### src/rtl/hack_wb_stage.sv
// Hack CPU writeback/sequencing stage: updates A/D, flags and PC, and issues M writes via req/ack.
// Optional retired-instruction counter enabled by defining HACK_WB_RETIRE_CNT_EN.
module hack_wb_stage #(
   parameter int PC_W   = 15,
   parameter int DATA_W = 16
) (
   input  logic              clk,
   input  logic              rst_n,
   input  logic              in_valid,
   output logic              in_ready,
   input  logic [15:0]       instr,
   input  logic [DATA_W-1:0] alu_out,
   output logic [DATA_W-1:0] a_reg,
   output logic [DATA_W-1:0] d_reg,
   output logic [PC_W-1:0]   pc,
   output logic              zr,
   output logic              ng,
   output logic              mem_we,
   output logic [DATA_W-1:0] mem_addr,
   output logic [DATA_W-1:0] mem_wdata,
   input  logic              mem_ack
`ifdef HACK_WB_RETIRE_CNT_EN
   ,
   output logic [31:0]       retired
`endif
);

   localparam logic [0:0] S_IDLE     = 1'b0;
   localparam logic [0:0] S_MEM_WAIT = 1'b1;

   logic [0:0]        state_q, state_d;
   logic [DATA_W-1:0] a_q, a_d;
   logic [DATA_W-1:0] d_q, d_d;
   logic [PC_W-1:0]   pc_q, pc_d;
   logic              zr_q, zr_d;
   logic              ng_q, ng_d;
   logic              we_q, we_d;
   logic [DATA_W-1:0] addr_q, addr_d;
   logic [DATA_W-1:0] wdata_q, wdata_d;

   logic accept;
   logic zr_now, ng_now, jmp;
   logic retire;

   assign in_ready = (state_q == S_IDLE);
   assign accept   = in_valid & in_ready;

   // Jump decision uses this instruction's ALU result, not the registered flags.
   assign zr_now = (alu_out == '0);
   assign ng_now = alu_out[DATA_W-1];
   assign jmp    = (instr[2] & ng_now) | (instr[1] & zr_now) | (instr[0] & ~ng_now & ~zr_now);

   assign retire = (accept & (~instr[15] | ~instr[3])) |
                   ((state_q == S_MEM_WAIT) & mem_ack);

   always_comb begin
      state_d = state_q;
      a_d     = a_q;
      d_d     = d_q;
      pc_d    = pc_q;
      zr_d    = zr_q;
      ng_d    = ng_q;
      we_d    = we_q;
      addr_d  = addr_q;
      wdata_d = wdata_q;

      case (state_q)
         S_IDLE: begin
            if (accept) begin
               if (!instr[15]) begin
                  a_d  = DATA_W'(instr[14:0]);
                  pc_d = pc_q + 1'b1;
               end else begin
                  zr_d = zr_now;
                  ng_d = ng_now;
                  pc_d = jmp ? a_q[PC_W-1:0] : pc_q + 1'b1;
                  if (instr[5]) a_d = alu_out;
                  if (instr[4]) d_d = alu_out;
                  if (instr[3]) begin
                     addr_d  = a_q;
                     wdata_d = alu_out;
                     we_d    = 1'b1;
                     state_d = S_MEM_WAIT;
                  end
               end
            end
         end
         S_MEM_WAIT: begin
            if (mem_ack) begin
               we_d    = 1'b0;
               state_d = S_IDLE;
            end
         end
         default: begin
            we_d    = 1'b0;
            state_d = S_IDLE;
         end
      endcase
   end

   always_ff @(posedge clk) begin
      if (!rst_n) begin
         state_q <= S_IDLE;
         a_q     <= '0;
         d_q     <= '0;
         pc_q    <= '0;
         zr_q    <= 1'b0;
         ng_q    <= 1'b0;
         we_q    <= 1'b0;
         addr_q  <= '0;
         wdata_q <= '0;
      end else begin
         state_q <= state_d;
         a_q     <= a_d;
         d_q     <= d_d;
         pc_q    <= pc_d;
         zr_q    <= zr_d;
         ng_q    <= ng_d;
         we_q    <= we_d;
         addr_q  <= addr_d;
         wdata_q <= wdata_d;
      end
   end

   assign a_reg     = a_q;
   assign d_reg     = d_q;
   assign pc        = pc_q;
   assign zr        = zr_q;
   assign ng        = ng_q;
   assign mem_we    = we_q;
   assign mem_addr  = addr_q;
   assign mem_wdata = wdata_q;

`ifdef HACK_WB_RETIRE_CNT_EN
   logic [31:0] ret_q, ret_d;

   assign ret_d = retire ? ret_q + 32'd1 : ret_q;

   always_ff @(posedge clk) begin
      if (!rst_n) ret_q <= '0;
      else        ret_q <= ret_d;
   end

   assign retired = ret_q;
`else
   logic unused_retire;
   assign unused_retire = retire;
`endif

endmodule

### config.mk
export PLATFORM = sky130hd
export DESIGN_NAME = hack_wb_stage
export DESIGN_NICKNAME = d
export VERILOG_FILES = /design/src/rtl/hack_wb_stage.sv
export SDC_FILE = /design/constraint.sdc
export NUM_CORES = 1
export LEC_CHECK = 0
export ABC_CLOCK_PERIOD_IN_PS = 2200
export CAP_MARGIN = 20
export CORE_UTILIZATION = 50
export CTS_BUF_LIST = sky130_fd_sc_hd__clkbuf_4
export DETAILED_ROUTE_END_ITERATION = 8
export DONT_BUFFER_PORTS = 1
export GPL_TIMING_DRIVEN = 0
export PLACE_DENSITY = 0.7
export SYNTH_ARGS = -nofsm -noshare
export SYNTH_HDL_FRONTEND = slang
export SYNTH_SLANG_ARGS = --single-unit
### constraint.sdc
create_clock -name clk -period 2.2 [get_ports clk]
set_input_delay 0.33 -clock clk [delete_from_list [all_inputs] [get_ports clk]]
set_output_delay 0.33 -clock clk [all_outputs]
set_load 0.02 [all_outputs]
Word level (Yosys, flattened, before mapping)
Index checks and enable logic that the tools add are counted.
{"block": "op_classes", "n_addsub": 1, "eq_ne": 5, "bitwise": 10, "reduce_logical": 7, "muxes": 14}
{"cell": "$mux 16", "n": 2}
{"cell": "$mux 15", "n": 2}
{"cell": "$logic_not 16->1", "n": 1}
{"cell": "$add 15x1->15 const B", "n": 1}
{"cell": "$reduce_and 4->1", "n": 3}
{"cell": "$mux 1", "n": 8}
{"cell": "$ne 2x1->1 const B", "n": 3}
{"cell": "$reduce_and 3->1", "n": 2}
{"cell": "$and 1x1->1", "n": 5}
{"cell": "$ne 2x2->1 const B", "n": 2}
{"cell": "$pmux 1 s2", "n": 2}
{"cell": "$not 1->1", "n": 3}
{"cell": "$or 1x1->1", "n": 2}
{"cell": "$reduce_and 2->1", "n": 1}
{"block": "totals", "out_inout_bits": 83, "inputBits": 36, "regBits": 83, "elab_cells": 46}

Depth between registers and ports, before layout
Gate-level depths: netlist of the first run.
{"block": "logic_depth", "word_depth": 6, "depth_mapped": 7, "depth_no_buf": 5}

Worst setup path after synthesis of the first run
OpenSTA, ideal clock, no wires.
{"block": "synth_timing", "kind": "input to register", "from": "input alu_out[3]", "to": "register pc_q[8], in the netlist pc[8]", "path_buffers": 1, "stages": 6, "slack_ps": 419, "setup_ps": 116, "arrival_ps": 1664, "t_required_ps": 2084, "cell_sequence": "nor4_2 -> nand4_2 -> mux2_4 -> buf_6 -> or3_1 -> o211a_1"}
{"block": "synth_between", "elab_chain_cells": 6, "elab_cells_between_ends": 8, "classes_between": "mux: 2; bitwise: 5; reduce/logical: 1"}
{"item": "start: declaration", "line_no": "12", "rtl": "input logic [DATA_W-1:0] alu_out,"}
{"item": "$logic_not 16->1 *", "line_no": "49", "rtl": "assign zr_now = (alu_out == '0);"}
{"item": "$and 1x1->1 / $not 1->1 (equally long branches)", "line_no": "51", "rtl": "assign jmp = (instr[2] & ng_now) | (instr[1] & zr_now) | (instr[0] & ~ng_now & ~zr_now);"}
{"item": "$or 1x1->1 / $and 1x1->1 (equally long branches)", "line_no": "51"}
{"item": "$or 1x1->1 *", "line_no": "51"}
{"item": "$mux 15 *", "line_no": "76", "rtl": "pc_d = jmp ? a_q[PC_W-1:0] : pc_q + 1'b1;"}
{"item": "$mux 15 *", "line_no": "70", "rtl": "if (!instr[15]) begin"}
{"item": "end signal: assignment", "line_no": "116", "rtl": "pc_q <= pc_d;"}
{"item": "end: declaration", "line_no": "34", "rtl": "logic [PC_W-1:0] pc_q, pc_d;"}
Mark *: on every way between the ends. The rest lies on a longest branch, timed or not.
A chain may end at the register's enable or synchronous reset.

Final worst setup path of the first run
{"block": "layout_timing", "from": "register state_q", "to": "register a_q[15], in the netlist a_reg[15]"}
{"block": "layout_between", "elab_chain_cells": 3}
{"item": "start: declaration", "line_no": "31", "rtl": "logic [0:0] state_q, state_d;"}
{"item": "start signal: assignment", "line_no": "113", "rtl": "state_q <= state_d;"}
{"item": "$not 1->1 *"}
{"item": "$and 1x1->1", "line_no": "46", "rtl": "assign accept = in_valid & in_ready;"}
{"item": "$reduce_and 3->1 (no source line) *"}
{"item": "end signal: assignment", "line_no": "104", "rtl": "a_q <= '0;"}
{"item": "end signal: assignment", "line_no": "114", "rtl": "a_q <= a_d;"}
{"item": "end: declaration", "line_no": "32", "rtl": "logic [DATA_W-1:0] a_q, a_d;"}
Marked as above.

==> results.sh, run 1 <==
export IMPL_outcome="finished clean"
export IMPL_r2r_start="state_q"
export IMPL_ir_worst_vdd_mv=0.4366
export IMPL_htree_levels=3
export IMPL_timing_hold_worst_class="primary input to register"
export IMPL_finalSetupViolCount=0
export IMPL_final_util_pct=57.64
export IMPL_yosysSeqAreaShare_pct=46.58
export IMPL_cts_root_buffer="clkbuf_4"
export IMPL_clock_sinks=83
export IMPL_post_route_period_util_pct=92.54
export IMPL_die_h_um=86.47
export IMPL_ys_seq_elements=83
export IMPL_core_mm2=0.006832
export IMPL_arrival_ns=2.40
export IMPL_io_buffers=0
export IMPL_grt_max_degree=16
export IMPL_crit_path_start="state_q"
export IMPL_num_io_pins=119
export IMPL_setup_tns_final_ns=0
export IMPL_dieArea_mm2=0.007476
export IMPL_nNetsFinal=502
export IMPL_synth_edf_count=0
export IMPL_die_x_um=86.47
export IMPL_drc_errors=0
export IMPL_first_global_vias=2925
export IMPL_start_util_pct=52.22
export IMPL_timing_final_hold_violations=0
export IMPL_antenna_found_initial=0
export IMPL_synth_avg_cell_area_um2=8.089
export IMPL_worstMarginPinSlew_ns=0.6990
export IMPL_worstRegToRegCells=6
export IMPL_grt_pass1_wl_um=15390
export IMPL_row_count=30
export IMPL_start_kind="register"
export IMPL_mostFrequentLayoutCell="nand2_1"
export IMPL_timing_reg2reg_setup_slack_ns=0.16
export IMPL_fmax_mhz=491.2
export IMPL_post_dp_hpwl_um=7425
export IMPL_leakage_nw=1.393
export IMPL_cts_buffer_depth=2
export IMPL_grtUsageTotal_pct=27.11
export IMPL_routedWlPerCell_um=18.00
export IMPL_design_power_total_w=0.002823
export IMPL_netlist_area_mm2=0.003567
export IMPL_drv_cap=0
export IMPL_tritoncts="done"
export IMPL_synthArstFlopShare_pct=0
export IMPL_drv_slew=0
export IMPL_cts_inserted_buffers=9
export IMPL_synthFlopType="dfxtp_1"
export IMPL_fillers=636
export IMPL_yosysWarnings=0
export IMPL_min_period_ns=2.036
export IMPL_ant_nets=0
export IMPL_clock_latency_ns=0.43
export IMPL_drt_iter0_drc=258
export IMPL_netlist_instances=441
export IMPL_via_per_inst=5.758
export IMPL_diodes=0
export IMPL_final_design_area_no_fill_mm2=0.003938
export IMPL_required_ns=2.57
export IMPL_place_area_mm2=0.003687
export IMPL_relSlewSlack_pct=53.40
export IMPL_gp_congestion=0.8669
export IMPL_power_density_mw_per_mm2=716.9
export IMPL_holdBufCountCts=7
export IMPL_synthDistinctLibCells=44
export IMPL_final_cell_mix="nand2_1, dfxtp_1, a21oi_1"
export IMPL_drive_gt1_share_pct=6.170
export IMPL_path_max_fanout=10
export IMPL_cts_clk_slew_worst_paths_ns=0.14
export IMPL_holdWs_ns=0.01225
export IMPL_area_delta_synth_final_pct=10.38
export IMPL_final_setup_skew_ns=0.009580
export IMPL_vias=3259
export IMPL_r2r_end="a_reg[15]"
export IMPL_grt_ovfl_total=0
export IMPL_rsz0062_at_grt="false"
export IMPL_endpoint_kind="register"
export IMPL_whs_path_depth=2
export IMPL_drt_pass1_iter_count=5
export IMPL_totalWireLength_um=10190
export IMPL_post_cts_buffers=0
export IMPL_syn_num_nets=478
export IMPL_endpoint="a_reg[15]"
export IMPL_cts_resized=0
export IMPL_crit_type="register to register"
[critical path, cell delays in order, from the launching register on]
cell and delay [ns]:
dfxtp_1 0.36, nor2b_1 0.11, clkbuf_1 0.31, clkbuf_1 0.43, clkbuf_1 0.44, nand4_1 0.15, a21oi_1 0.17
[metrics by stage]
stage | worst slack, ns | std cells
3_5_place_dp | 0.1427 | 537
4_1_cts | 0.1983 | 560
2_1_floorplan | 0.4194 | 441
6_report | 0.1640 | 566
3_3_place_gp | 0.1018 | 537
5_1_grt | 0.006610 | 566
[kinds of logic (layout without fill, tap and decap cells)]
group | count (synthesis) | after routing | share of synthesized area (%)
compound gates | 104 | 104 | 17.33
xor+xnor | 3 | 3 | 0.7367
fa+ha+maj | 1 | 1 | 0.3507
buf+inv | 38 | 67 | 4.314
flops | 83 | 83 | 46.58
mux | 20 | 20 | 5.822
simple gates | 192 | 192 | 24.87
[worst min path at each step]
stage,startpoint,end,slack [ns]
floorplan,alu_out[0],d_reg[0],0.47
global placement,alu_out[8],mem_wdata[8],0.47
detailed placement,alu_out[6],mem_wdata[6],0.47
CTS,alu_out[12],mem_wdata[12],0.001
global route,alu_out[5],mem_wdata[5],0.00007
finish,alu_out[12],mem_wdata[12],0.01
[report_power, final]
part	internal, W	switching (W)	leakage [nW]	total (W)
logic	0.000114	0.000174	0.650	0.000288
registers	0.00157	0.000151	0.676	0.00172
clock network	0.000240	0.000577	0.0667	0.000817
total	0.00192	0.000902	1.39	0.00282
[per-layer routing]
metal	track usage (%)	wire, um	vias to the layer above
met5	0	0	-
met4	9.545	143	0
met3	8.381	1059	11
met2	42.57	4779	147
met1	35.33	4203	1527
li1	-	-	1574
[cell usage after synthesis (all sizes together) (4+ instances only)]
master	count	area, um2
nand2	122	457.9
dfxtp	83	1662
a21oi	59	295.3
clkbuf	27	101.4
mux2i	17	170.2
nor2	16	60.06
a211oi	13	97.59
nand3	13	65.06
o21ai	9	45.04
a31oi	7	43.79
nor4	7	77.58
buf	6	33.78
and3	5	31.28
inv	5	18.76
nand4	5	37.53
and2	4	25.02
nor2b	4	25.02
or4	4	30.03
[cell type report]
cell class / instances / area (um2) / share of cell area [%]
repair buffers: 13 / 130.1 / 3.305
plain buffers: 33 / 135.1 / 3.432
inverters: 5 / 18.77 / 0.4766
multi-input cells: 320 / 1752 / 44.49
flip-flops and latches: 83 / 1662 / 42.20
clock buffers: 9 / 67.56 / 1.716
well taps: 96 / 120.1 / 3.051
clock inverters: 7 / 52.55 / 1.335
(Power assumes the default switching activity.)
==> inputs of run 2 (changes only) <==
- MAX_ROUTING_LAYER: not set -> met4
==> run 2 against run 1 <==
Net effect: routed wire length rose by 1.3%; cell count is 0.35% higher; first-iteration DRC count up 7.0%; combinational power rose by 1%; utilization grew 0.29 points; sequential share of layout area fell by 0.21 points; critical path type unchanged.
==> results.sh, run 2 (synthesis gave the netlist of run 1 again) <==
export IMPL_outcome="finished clean"
export IMPL_p_sw_share_pct=32.09
export IMPL_totalWireLength_um=10320
export IMPL_hp_start="alu_out[12]"
export IMPL_relSlewSlack_pct=52.74
export IMPL_multi_input_area_mm2=0.001752
export IMPL_antenna_found_initial=0
export IMPL_max_stage_delay_ns=0.44
export IMPL_critical_path_buf_inv_count=3
export IMPL_whs_path_depth=2
export IMPL_min_period_ns=2.033
export IMPL_holdBufCountCts=7
export IMPL_dp_slack_ns=0.1427
export IMPL_mostFrequentLayoutCell="nand2_1"
export IMPL_arrival_ns=2.40
export IMPL_setup_slack_ns=0.1669
export IMPL_cts_resized=0
export IMPL_finalNonFillerCells=568
export IMPL_grtUsageTotal_pct=27.99
export IMPL_num_io_pins=119
export IMPL_start_util_pct=52.22
export IMPL_io_buffers=0
export IMPL_gp_congestion=0.8809
export IMPL_p_seq_share_pct=60.7
export IMPL_cts_buffer_depth=2
export IMPL_die_x_um=86.47
export IMPL_row_count=30
export IMPL_drt_pass1_iter_count=5
export IMPL_crit_type="register to register"
export IMPL_drv_cap=0
export IMPL_first_global_vias=2934
export IMPL_r2r_end="pc[0]"
export IMPL_area_delta_synth_final_pct=10.94
export IMPL_grt_max_degree=16
export IMPL_cts_root_buffer="clkbuf_4"
export IMPL_drc_errors=0
export IMPL_nNetsFinal=504
export IMPL_p_int_w=0.001924
export IMPL_vias=3272
export IMPL_htree_levels=3
export IMPL_cp_slowest_cell="clkbuf_1"
export IMPL_cp_common_cell="clkbuf_1"
export IMPL_post_dp_hpwl_um=7425
export IMPL_drt_iter0_drc=276
export IMPL_grt_pass1_wl_um=15350
export IMPL_worstMarginPinSlew_ns=0.7089
export IMPL_final_cell_mix="nand2_1, dfxtp_1, a21oi_1"
export IMPL_core_mm2=0.006832
export IMPL_final_setup_skew_ns=0.01143
export IMPL_worstRegToRegCells=6
export IMPL_timing_hold_worst_class="primary input to register"
export IMPL_path_delay_family="buffers and inverters"
export IMPL_pwr_share_clk_pct=29.0
export IMPL_combPwrFrac_pct=10.3
export IMPL_dp_cells=537
export IMPL_r2r_start="state_q"
export IMPL_cts_inserted_buffers=9
export IMPL_power_density_mw_per_mm2=715.7
export IMPL_ant_nets=0
export IMPL_setup_tns_final_ns=0
export IMPL_fillers=634
export IMPL_post_route_period_util_pct=92.41
export IMPL_diodes=0
export IMPL_start_kind="register"
export IMPL_drv_slew=0
export IMPL_grt_ovfl_total=0
export IMPL_post_cts_buffers=0
export IMPL_finalSetupViolCount=0
export IMPL_leakage_nw=1.401
export IMPL_die_h_um=86.47
export IMPL_rsz0062_at_grt="false"
export IMPL_routedWlPerCell_um=18.17
export IMPL_path_max_fanout=10
export IMPL_tritoncts="done"
export IMPL_crit_chain="nor2b_1 > clkbuf_1 > clkbuf_1 > clkbuf_1 > nand3_1 > a31oi_1"
export IMPL_drive_gt1_share_pct=6.144
export IMPL_timing_final_hold_violations=0
export IMPL_endpoint_kind="register"
export IMPL_p_sw_w=0.0009089
export IMPL_clock_sinks=83
export IMPL_required_ns=2.57
export IMPL_min_to="mem_wdata[12]"
export IMPL_ir_worst_vdd_mv=0.4358
export IMPL_clock_latency_ns=0.44
export IMPL_via_per_inst=5.761
export IMPL_regArea_mm2=0.001662
export IMPL_dieArea_mm2=0.007476
export IMPL_timing_reg2reg_setup_slack_ns=0.17
export IMPL_fmax_mhz=491.9
export IMPL_cts_clk_slew_worst_paths_ns=0.14
==> run 2: cell type report <==
| cell class | instances | share of cell area, % |
|---|---|---|
| buffer | 33 | 3.414 |
| clock buffer | 9 | 1.707 |
| clock inverter | 7 | 1.328 |
| inverter | 5 | 0.4742 |
| multi-input combinational | 320 | 44.26 |
| sequential | 83 | 41.99 |
| tap | 96 | 3.035 |
| timing repair buffer | 15 | 3.794 |
==> run 2: per-layer routing <==
metal | vias to the layer above | share of wire, % | GRT usage [%]
met2 | 140 | 46 | 42.35
met4 | 0 | 1.6 | 8.182
met1 | 1536 | 42 | 36.53
met3 | 12 | 10 | 7.905
met5 | - | 0 | -
li1 | 1584 | - | -
==> run 2: through the flow <==
step | power (W) | util [%] | instance area (um2) | hold slack, ns
after floorplan | 0.001928 | - | 3567 | 0.4660
after CTS | 0.002817 | 56.76 | 3877 | 0.0009812
after global routing | 0.002965 | 57.93 | 3958 | 0.0002874
after detailed placement | 0.002016 | 53.97 | 3687 | 0.4726
final | 0.002833 | 57.93 | 3958 | 0.005424
after global placement | 0.002008 | 53.97 | 3687 | 0.4684
==> run 2: worst max path at each step <==
stage                 from        end  slack [ns]  cells after the start
2_1_floorplan   alu_out[3]      pc[8]        0.42                      6
3_3_place_gp   alu_out[10]      pc[5]        0.10                      6
3_5_place_dp   alu_out[10]      pc[5]        0.14                      6
4_1_cts            state_q  a_reg[15]        0.20                      6
5_1_grt            state_q      pc[4]       0.007                      7
6_report           state_q      pc[0]        0.17                      6
==> run 2: power groups by stage <==
| stage | logic (W) | clock network (W) | registers, W |
|---|---|---|---|
| 3_3_place_gp | 0.000257 | 0 | 0.00175 |
| 5_1_grt | 0.000323 | 0.000914 | 0.00173 |
| 2_1_floorplan | 0.000205 | 0 | 0.00172 |
| 4_1_cts | 0.000276 | 0.000823 | 0.00172 |
| 3_5_place_dp | 0.000263 | 0 | 0.00175 |
| 6_report | 0.000292 | 0.000821 | 0.00172 |
